`src/rtl/execute_muldiv.sv`:
```
`default_nettype none
// ============================================================================
// Module      : execute_muldiv
// Description : Multi-cycle RV M-extension unit (MUL/MULH/MULHSU/MULHU,
//               DIV/DIVU/REM/REMU, optional RV64 word forms). One bit per
//               cycle shift-add multiply and restoring divide, with a
//               one-cycle fast path for divide-by-zero and signed overflow.
// Revision    : 1.0 - initial release
// ============================================================================
module execute_muldiv #(
  parameter int XLEN      = 32,
  parameter int SUPPORT_W = 0,
  parameter int TAG_W     = 5
) (
  input  logic             clk,
  input  logic             rst_n,
  input  logic             in_valid_i,
  output logic             in_ready_o,
  input  logic [7:0]       md_op_i,
  input  logic             word_i,
  input  logic [XLEN-1:0]  rs1_data_i,
  input  logic [XLEN-1:0]  rs2_data_i,
  input  logic [TAG_W-1:0] tag_i,
  input  logic             flush_i,
  output logic             out_valid_o,
  input  logic             out_ready_i,
  output logic [XLEN-1:0]  result_o,
  output logic [TAG_W-1:0] tag_o,
  output logic             busy_o
);

  localparam int                c_cnt_w   = $clog2(XLEN);
  localparam logic [XLEN-1:0]   c_low32   = XLEN'(32'hFFFF_FFFF);
  localparam logic [XLEN-1:0]   c_min32   = XLEN'(32'h8000_0000);
  localparam logic [XLEN-1:0]   c_minx    = {1'b1, {(XLEN-1){1'b0}}};
  localparam logic [c_cnt_w-1:0] c_last32 = c_cnt_w'(31);
  localparam logic [c_cnt_w-1:0] c_lastx  = c_cnt_w'(XLEN-1);
  localparam logic [c_cnt_w-1:0] c_cnt_one = c_cnt_w'(1);

  typedef enum logic [1:0] {
    S_IDLE = 2'd0,
    S_BUSY = 2'd1,
    S_DONE = 2'd2
  } state_t;

  state_t r_state, w_state_nxt;

  // Word results are the low 32 bits sign-extended to the full width.
  function automatic logic [XLEN-1:0] f_fit(input logic [XLEN-1:0] v, input logic word);
    if (word) f_fit = (v & c_low32) | ({XLEN{v[31]}} & ~c_low32);
    else      f_fit = v;
  endfunction

  // ---------------- operand decode and preparation ----------------
  logic            w_word, w_is_div, w_is_rem, w_hi;
  logic            w_s1, w_s2, w_neg1, w_neg2, w_neg_res;
  logic [XLEN-1:0] w_mask, w_op1, w_op2, w_mag1, w_mag2;
  logic            w_div_zero, w_ovf, w_fast, w_accept;
  logic [XLEN-1:0] w_fast_val, w_fast_res;
  logic            w_unused_op;

  assign w_word   = (SUPPORT_W != 0) && word_i;
  assign w_mask   = w_word ? c_low32 : {XLEN{1'b1}};
  assign w_is_div = |md_op_i[7:4];
  assign w_is_rem = md_op_i[6] | md_op_i[7];
  // High-half multiplies degrade to a plain low-half multiply in word mode.
  assign w_hi     = (|md_op_i[3:1]) & ~w_word;
  // Plain mul is what remains when no other bit is set.
  assign w_unused_op = md_op_i[0];

  assign w_s1 = md_op_i[1] | md_op_i[2] | md_op_i[4] | md_op_i[6];
  assign w_s2 = md_op_i[1] | md_op_i[4] | md_op_i[6];

  assign w_neg1 = w_s1 & (w_word ? rs1_data_i[31] : rs1_data_i[XLEN-1]);
  assign w_neg2 = w_s2 & (w_word ? rs2_data_i[31] : rs2_data_i[XLEN-1]);

  assign w_op1  = rs1_data_i & w_mask;
  assign w_op2  = rs2_data_i & w_mask;
  assign w_mag1 = w_neg1 ? ((-rs1_data_i) & w_mask) : w_op1;
  assign w_mag2 = w_neg2 ? ((-rs2_data_i) & w_mask) : w_op2;

  // Remainder follows the dividend's sign; product and quotient the xor.
  assign w_neg_res = w_is_rem ? w_neg1 : (w_neg1 ^ w_neg2);

  assign w_div_zero = (w_op2 == '0);
  assign w_ovf      = (md_op_i[4] | md_op_i[6]) &
                      (w_op1 == (w_word ? c_min32 : c_minx)) &
                      (w_op2 == w_mask);
  assign w_fast     = w_is_div & (w_div_zero | w_ovf);
  assign w_fast_val = w_div_zero ? (w_is_rem ? w_op1 : w_mask)
                                 : (w_is_rem ? '0 : w_op1);
  assign w_fast_res = f_fit(w_fast_val, w_word);

  assign w_accept = (r_state == S_IDLE) & in_valid_i & ~flush_i;

  // ---------------- iteration datapath ----------------
  logic [2*XLEN-1:0] r_acc;
  logic [XLEN-1:0]   r_a, r_b, r_q, r_result;
  logic [c_cnt_w-1:0] r_cnt;
  logic              r_div, r_rem, r_hi, r_wd, r_neg;
  logic [TAG_W-1:0]  r_tag;

  logic              w_bit_a, w_bit_b, w_fits;
  logic [2*XLEN-1:0] w_prod_nxt, w_acc_nxt, w_prod_signed;
  logic [XLEN:0]     w_rem_sh, w_rem_diff;
  logic [XLEN-1:0]   w_rem_nxt, w_q_nxt, w_q_signed, w_rem_signed, w_raw, w_final;

  assign w_bit_a = r_a[r_cnt];
  assign w_bit_b = r_b[r_cnt];

  // Multiply: walk the multiplier MSB first, shift the partial product left.
  assign w_prod_nxt = (r_acc << 1) + (w_bit_b ? {{XLEN{1'b0}}, r_a} : '0);

  // Divide: bring down one dividend bit, subtract if the divisor fits.
  assign w_rem_sh   = {r_acc[XLEN-1:0], w_bit_a};
  assign w_rem_diff = w_rem_sh - {1'b0, r_b};
  assign w_fits     = ~w_rem_diff[XLEN];
  assign w_rem_nxt  = w_fits ? w_rem_diff[XLEN-1:0] : w_rem_sh[XLEN-1:0];
  assign w_q_nxt    = (r_q << 1) | XLEN'(w_fits);

  assign w_acc_nxt  = r_div ? {{XLEN{1'b0}}, w_rem_nxt} : w_prod_nxt;

  assign w_prod_signed = r_neg ? -w_prod_nxt : w_prod_nxt;
  assign w_q_signed    = r_neg ? -w_q_nxt   : w_q_nxt;
  assign w_rem_signed  = r_neg ? -w_rem_nxt : w_rem_nxt;

  assign w_raw   = r_div ? (r_rem ? w_rem_signed : w_q_signed)
                         : (r_hi ? w_prod_signed[2*XLEN-1:XLEN] : w_prod_signed[XLEN-1:0]);
  assign w_final = f_fit(w_raw, r_wd);

  // State register.
  always_ff @(posedge clk or negedge rst_n) begin
    if (!rst_n) r_state <= S_IDLE;
    else        r_state <= w_state_nxt;
  end

  // Next-state and handshake outputs; flush overrides every transition.
  always_comb begin
    w_state_nxt = r_state;
    in_ready_o  = 1'b0;
    out_valid_o = 1'b0;
    busy_o      = 1'b1;
    case (r_state)
      S_IDLE: begin
        in_ready_o = 1'b1;
        busy_o     = 1'b0;
        if (w_accept) w_state_nxt = w_fast ? S_DONE : S_BUSY;
      end
      S_BUSY: begin
        if (r_cnt == '0) w_state_nxt = S_DONE;
      end
      S_DONE: begin
        out_valid_o = 1'b1;
        if (out_ready_i) w_state_nxt = S_IDLE;
      end
      default: w_state_nxt = S_IDLE;
    endcase
    if (flush_i) w_state_nxt = S_IDLE;
  end

  // Operand capture at accept, then one multiply/divide step per BUSY cycle.
  always_ff @(posedge clk or negedge rst_n) begin
    if (!rst_n) begin
      r_acc    <= '0;
      r_a      <= '0;
      r_b      <= '0;
      r_q      <= '0;
      r_cnt    <= '0;
      r_div    <= 1'b0;
      r_rem    <= 1'b0;
      r_hi     <= 1'b0;
      r_wd     <= 1'b0;
      r_neg    <= 1'b0;
      r_tag    <= '0;
      r_result <= '0;
    end else if (w_accept) begin
      r_a   <= w_mag1;
      r_b   <= w_mag2;
      r_acc <= '0;
      r_q   <= '0;
      r_cnt <= w_word ? c_last32 : c_lastx;
      r_div <= w_is_div;
      r_rem <= w_is_rem;
      r_hi  <= w_hi;
      r_wd  <= w_word;
      r_neg <= w_neg_res;
      r_tag <= tag_i;
      if (w_fast) r_result <= w_fast_res;
    end else if ((r_state == S_BUSY) && !flush_i) begin
      r_acc <= w_acc_nxt;
      r_q   <= w_q_nxt;
      if (r_cnt != '0) r_cnt <= r_cnt - c_cnt_one;
      else             r_result <= w_final;
    end
  end

  assign result_o = r_result;
  assign tag_o    = r_tag;

endmodule
`default_nettype wire

```
`config.mk`:
```
export PLATFORM = sky130hd
export DESIGN_NAME = execute_muldiv
export DESIGN_NICKNAME = d
export VERILOG_FILES = /design/src/rtl/execute_muldiv.sv
export SDC_FILE = /design/constraint.sdc
export NUM_CORES = 1
export LEC_CHECK = 0
export CORE_UTILIZATION = 45
export CTS_CLUSTER_SIZE = 10
export DETAILED_ROUTE_END_ITERATION = 12
export DONT_BUFFER_PORTS = 1
export GPL_ROUTABILITY_DRIVEN = 0
export PLACE_DENSITY = 0.7
export SYNTH_ARGS = -nofsm -noshare
export SYNTH_HDL_FRONTEND = slang
export SYNTH_SLANG_ARGS = --single-unit
export TNS_END_PERCENT = 30
```
`constraint.sdc`:
```
create_clock -name clk -period 9.8 [get_ports clk]
set_input_delay 1.47 -clock clk [delete_from_list [all_inputs] [get_ports clk]]
set_output_delay 1.47 -clock clk [all_outputs]
set_load 0.02 [all_outputs]
```
==> flow_metrics.tcl, run 1 <==
set metrics [dict create \
    final_cell_mix "nand2_1 (322), o21ai_0 (220), a21oi_1 (217), nor2_1 (211), dfrtp_1 (203)" \
    drc 0 \
    grt-busiest-layer "met2" \
    synth.cell_area_um2 20300 \
    cts_max_path_buffers 3 \
    status "completed" \
    htreeDepth 1 \
    wl_um 76900 \
    drv_cap 0 \
    detail-route-antenna-nets 0 \
    async_flop_share_pct 100 \
    fin_crit_ps 7800 \
    ys_seq_area_share_pct 25.4 \
    placed_area_um2 20600 \
    diodes 0 \
    fmax_mhz 128 \
    fin_skew_ps 18.1 \
    crit_fanout 34 \
    reg2reg_slack_ps 2000 \
    met1_usage_pct 41.1 \
    synthFlopType "dfrtp_1" \
    via_count 21400 \
    dp_hpwl_um 58300 \
    finalSetupViolations 0 \
    synthesis.nets 2796 \
    ctsHoldBuffers 0 \
    initial_utilization_pct 45.8 \
    syn_avg_cell_area_um2 7.69 \
    core_um2 44300 \
    start_kind "register" \
    fin_area_um2 21400 \
    grt_overflow 0 \
    max_slew.worst_pin.slew_ps 1240 \
    hold_class "register to register" \
    hold_viol 0 \
    viasPerCell 6.83 \
    cts_buffers 26 \
    crit_type "register to register" \
    hold_ws_ps 509 \
    grt_pass1_vias 19700 \
    dieArea_um2 46000 \
    drive_above_1_share_pct 6.13 \
    multi_input_area_um2 14300 \
    yosysWarnings 0 \
    grt_pass1_wl_um 117000 \
    synth_edf_count 0 \
    met3_usage_pct 8.94 \
    tns_ps 0 \
    rsz0062_at_grt "false" \
    ir_worst_vdd_mv 0.294 \
    grt_usage_pct 32.4 \
    grt_use_met2_pct 48.9 \
    synthCells 2640 \
    worstPathRequired_ps 10280 \
    wl_per_cell_um 24.5 \
    fp.dieH_um 214 \
    post_cts_resize_count 0 \
    slew_violations 0 \
    clk_pin_slew_ps 60 \
    grt_max_degree 207 \
    p_leak_nw 8.61 \
    fin_nets 2688 \
    fp-row-count 77 \
    synth-seq-cells 206 \
    drtIter0Drc 2701 \
    critPathArrivalTime_ps 8280 \
    regArea_um2 5160 \
    power_density_nw_per_um2 306 \
    clk_latency_ps 570 \
    root_buffer "clkbuf_16" \
    fin_crit_sh_pct 79.5 \
    ios 123 \
    end_kind "register" \
    max_slew_margin_pct 17.3 \
    syn_to_final_growth_pct 5.42 \
    cts_setup_buffers 0 \
    chipWidth_um 214 \
    num-fill-cells 4401 \
    grt_antenna_before_repair 1 \
    drt-pass1-iter-count 6 \
    cts_tree "yes" \
    final_common_cell "nand2_1" \
    port_buffers 0 \
    clkSinkCount 206 \
    yosysUniqueCellTypes 99 \
]
==> cells in the mapped netlist (all sizes together), types with 39 or more instances <==
| cell type | instances | share of area (%) |
|---|---|---|
| dfrtp | 206 | 25 |
| a22o | 52 | 2.2 |
| xnor2 | 107 | 4.6 |
| o21ai | 250 | 6.2 |
| clkbuf | 124 | 2.3 |
| and2 | 54 | 1.7 |
| a21oi | 224 | 5.7 |
| xor2 | 86 | 3.7 |
| nor3 | 89 | 2.3 |
| nor2 | 214 | 4.0 |
| nand3 | 57 | 1.5 |
| inv | 66 | 1.2 |
| a211oi | 40 | 1.5 |
| nand2 | 322 | 6.0 |
| o211ai | 39 | 1.4 |
| ha | 71 | 4.4 |
| nand4 | 45 | 1.4 |
| mux2i | 49 | 2.4 |
==> through the flow <==
| step | setup WS [ps] | power, mW | util, % | std cells |
|---|---|---|---|---|
| after floorplan | 2970 | 4.21 | - | 2640 |
| after global placement | 2350 | 5.34 | 46.5 | 3096 |
| after detailed placement | 2220 | 5.42 | 46.5 | 3096 |
| after CTS | 2200 | 6.36 | 48.3 | 3136 |
| after global routing | 1560 | 6.86 | 48.3 | 3136 |
| final | 2000 | 6.56 | 48.3 | 3136 |
==> where the power goes <==
part / total, mW / internal [mW] / leakage [nW] / switching (mW)
registers: 1.27 / 0.999 / 2.69 / 0.268
clock network: 0.932 / 0.543 / 0.381 / 0.388
logic: 4.36 / 1.49 / 5.53 / 2.87
==> layer usage <==
layer | up-vias | routed length, µm
met2 | 1455 | 33000
met1 | 10100 | 29000
li1 | 9590 | -
met5 | - | 9
met3 | 307 | 9480
met4 | 2 | 5440
==> final cells by class <==
class / count / share of cell area, %
clock inverters: 3 / 0.199
multi-input cells: 2207 / 66.7
well taps: 592 / 3.46
clock buffers: 37 / 3.47
repair buffers: 24 / 0.842
flip-flops and latches: 206 / 24.1
inverters: 67 / 1.18
==> flip-flops by register name (all words and copies together) (netlist names), 2 cells and up <==
| signal | cells |
|---|---|
| r_q | 31 |
| tag_o | 5 |
| r_acc | 63 |
| r_cnt | 5 |
| result_o | 32 |
| r_state | 2 |
| r_b | 32 |
| r_a | 32 |
==> critical path: stages, from the launching register on <==
cell and delay (ps):
dfrtp_1 640, or3b_2 620, o221ai_1 220, a31oi_1 70, a21oi_2 990, and2_1 270
ha_1 320, a21oi_2 290, o21ai_1 200, a211oi_1 630, nor2_1 320, o21ai_2 300
xnor2_1 310, or3_4 460, or4_4 570, or4_1 640, nor4_1 330, mux2_1 360
o211ai_1 160
==> worst paths after layout <==
kind                                 to  depth (start not counted)      from
max reg2reg                result_o[28]                         18  r_cnt[2]
min reg2reg                      r_a[6]                          2    r_a[6]
min in group asynchronous     r_acc[27]                          0     rst_n
max                        result_o[28]                         18  r_cnt[2]
max in group asynchronous     r_acc[61]                          0     rst_n
min                              r_a[6]                          2    r_a[6]
==> cell families (layout without fill, tap and decap cells) <==
| group | Yosys count | in the layout | synth area share (%) |
|---|---|---|---|
| compound gates | 881 | 881 | 28.4 |
| xor+xnor | 193 | 193 | 8.33 |
| fa+ha+maj | 73 | 73 | 4.57 |
| buf+inv | 227 | 131 | 4.42 |
| flops | 206 | 206 | 25.4 |
| mux | 82 | 82 | 5.25 |
| simple gates | 978 | 978 | 23.6 |
Note: power is estimated with default switching activity, not from simulation.
==> run 2: changes to the inputs <==
--- a/config.mk
+++ b/config.mk
@@ -10,7 +10,7 @@
 export DETAILED_ROUTE_END_ITERATION = 12
 export DONT_BUFFER_PORTS = 1
 export GPL_ROUTABILITY_DRIVEN = 0
-export PLACE_DENSITY = 0.7
+export PLACE_DENSITY = 0.72
 export SYNTH_ARGS = -nofsm -noshare
 export SYNTH_HDL_FRONTEND = slang
 export SYNTH_SLANG_ARGS = --single-unit
==> constraint.sdc (replaced) <==
create_clock -name clk -period 7.15 [get_ports clk]
set_input_delay 1.0725 -clock clk [delete_from_list [all_inputs] [get_ports clk]]
set_output_delay 1.0725 -clock clk [all_outputs]
set_load 0.02 [all_outputs]
==> run 2 against run 1 <==
- worst hold slack got worse by 260 ps
- cell count grew 2.8%
- worst setup slack worse by 1800 ps
- combinational power is 47% higher
- largest cell class unchanged
- critical path depth increased by 4
- non-clock buffer count grew 85
==> flow_metrics.tcl, run 2 (same netlist as run 1, synthesis figures left out) <==
set metrics [dict create \
    p_comb_share_pct 67.6 \
    slew_violations 0 \
    via_count 22200 \
    clk_latency_ps 560 \
    initial_utilization_pct 45.8 \
    fin_skew_ps 28.7 \
    status "completed" \
    start_kind "register" \
    dieArea_um2 46000 \
    max_slew_margin_pct 29.7 \
    grt_overflow 0 \
    power_density_nw_per_um2 427 \
    hold_class "primary input to async pin" \
    tns_ps 0 \
    finalSetupViolations 0 \
    cts_max_path_buffers 3 \
    ir_worst_vdd_mv 0.304 \
    ctsHoldBuffers 0 \
    clk_pin_slew_ps 70 \
    ios 123 \
    max_slew.worst_pin.slew_ps 1050 \
    crit_fanout 22 \
    hold_viol 0 \
    regMostFlops "r_acc" \
    placed_area_um2 21300 \
    clkSinkCount 206 \
    fp.dieH_um 214 \
    fmax_mhz 145 \
    fin_crit_ps 6920 \
    detail-route-antenna-nets 0 \
    p_leak_nw 9.05 \
    port_buffers 0 \
    drive_above_1_share_pct 9.58 \
    viasPerCell 6.89 \
    fin_crit_sh_pct 96.8 \
    core_um2 44300 \
    placedCellCount 3181 \
    wl_um 79500 \
    post-place-ws_ps 262 \
    end_kind "register" \
    crit_type "register to register" \
    chipWidth_um 214 \
    drv_cap 0 \
    p_clk_share_pct 14.2 \
    cts_tree "yes" \
    grt_usage_pct 33.5 \
    grt_max_degree 207 \
    final_cell_mix "nand2_1 (322), o21ai_0 (220), a21oi_1 (217), nor2_1 (210), dfrtp_1 (203)" \
    grt_antenna_before_repair 2 \
    critPathArrivalTime_ps 7420 \
    worstPathRequired_ps 7650 \
    grt_pass1_vias 20700 \
    layout_setup_ws_ps 231 \
    cts_buffers 27 \
    intPower_mw 4.41 \
    wl_per_cell_um 24.7 \
    drc 0 \
    largest_reg_flops 63 \
    final_common_cell "nand2_1" \
    fin_nets 2774 \
    power_frac_seq_pct 18.2 \
    p_sw_share_pct 53.4 \
    drtIter0Drc 3155 \
    fin_cells 3223 \
    fp-row-count 77 \
    fin_area_um2 22100 \
    htreeDepth 1 \
    grt_pass1_wl_um 121000 \
    p_sw_mw 5.05 \
    dp_hpwl_um 60300 \
    root_buffer "clkbuf_16" \
    syn_to_final_growth_pct 9.07 \
    rsz0062_at_grt "false" \
    drt-pass1-iter-count 9 \
]
## run 2: what timing repair did
item,4_1_cts,5_1_grt
setup endpoints to repair,0,26
gates resized for setup,0,8
setup buffers,0,0
## run 2: power by group through the flow
stage | Sequential [mW] | Clock (mW) | Combinational [mW]
floorplan | 1.56 | 0 | 4.20
global placement | 1.72 | 0 | 5.84
detailed placement | 1.73 | 0 | 5.96
CTS | 1.71 | 1.34 | 5.99
global route | 1.74 | 1.39 | 6.71
finish | 1.72 | 1.34 | 6.39
## run 2: final timing paths
check	startpoint	to	slack [ps]	depth (start not counted)
min in group clk	r_acc[62]	r_acc[62]	500	2
worst max-delay path	r_cnt[2]	result_o[24]	230	22
max in group asynchronous	rst_n	r_acc[32]	6300	0
worst min register to register	r_acc[62]	r_acc[62]	500	2
worst max register to register	r_cnt[2]	result_o[24]	230	22
worst min-delay path	rst_n	r_acc[29]	250	0
## run 2: critical path, cell delays in order (launching register included)
cell and delay (ps):
dfrtp_1 470, buf_4 220, or3b_2 520, o221ai_1 220
a31oi_1 100, a21oi_4 470, buf_4 280, and2_1 230
ha_1 330, a21oi_1 380, o21ai_0 260, a2111oi_0 480
a21oi_1 190, a21o_1 230, a221oi_1 380, nand4_1 280
buf_4 230, nor3_1 340, and2_1 390, buf_4 190
a31oi_1 80, nor3_1 380, o32a_1 210
## run 2: area by class of cell
cell class              instances  area (µm²)
repair buffers                109         818
fillers                      4292       22200
well taps                     592         741
clock inverters                 5        77.6
diodes                          1        2.50
inverters                      67         251
multi-input cells            2207       14300
flip-flops and latches        206        5160
clock buffers                  36         769
## run 2: metrics by stage
step           total power, mW  util, %  hold slack, ps
2_1_floorplan             5.77        -             458
3_3_place_gp              7.56     48.0             479
3_5_place_dp              7.69     48.0             491
4_1_cts                   9.05     49.9             246
5_1_grt                   9.84     49.9             236
6_report                  9.46     50.0             246
## run 2: layer usage
layer	part of all wire (%)	routed length, µm	global-route usage [%]	vias up
met4	8.1	6440	21.6	2
met3	13	10400	9.09	378
met1	37	29500	42.6	10500
li1	-	-	-	9770
met2	42	33100	50.0	1586
met5	0.020	16	0	-
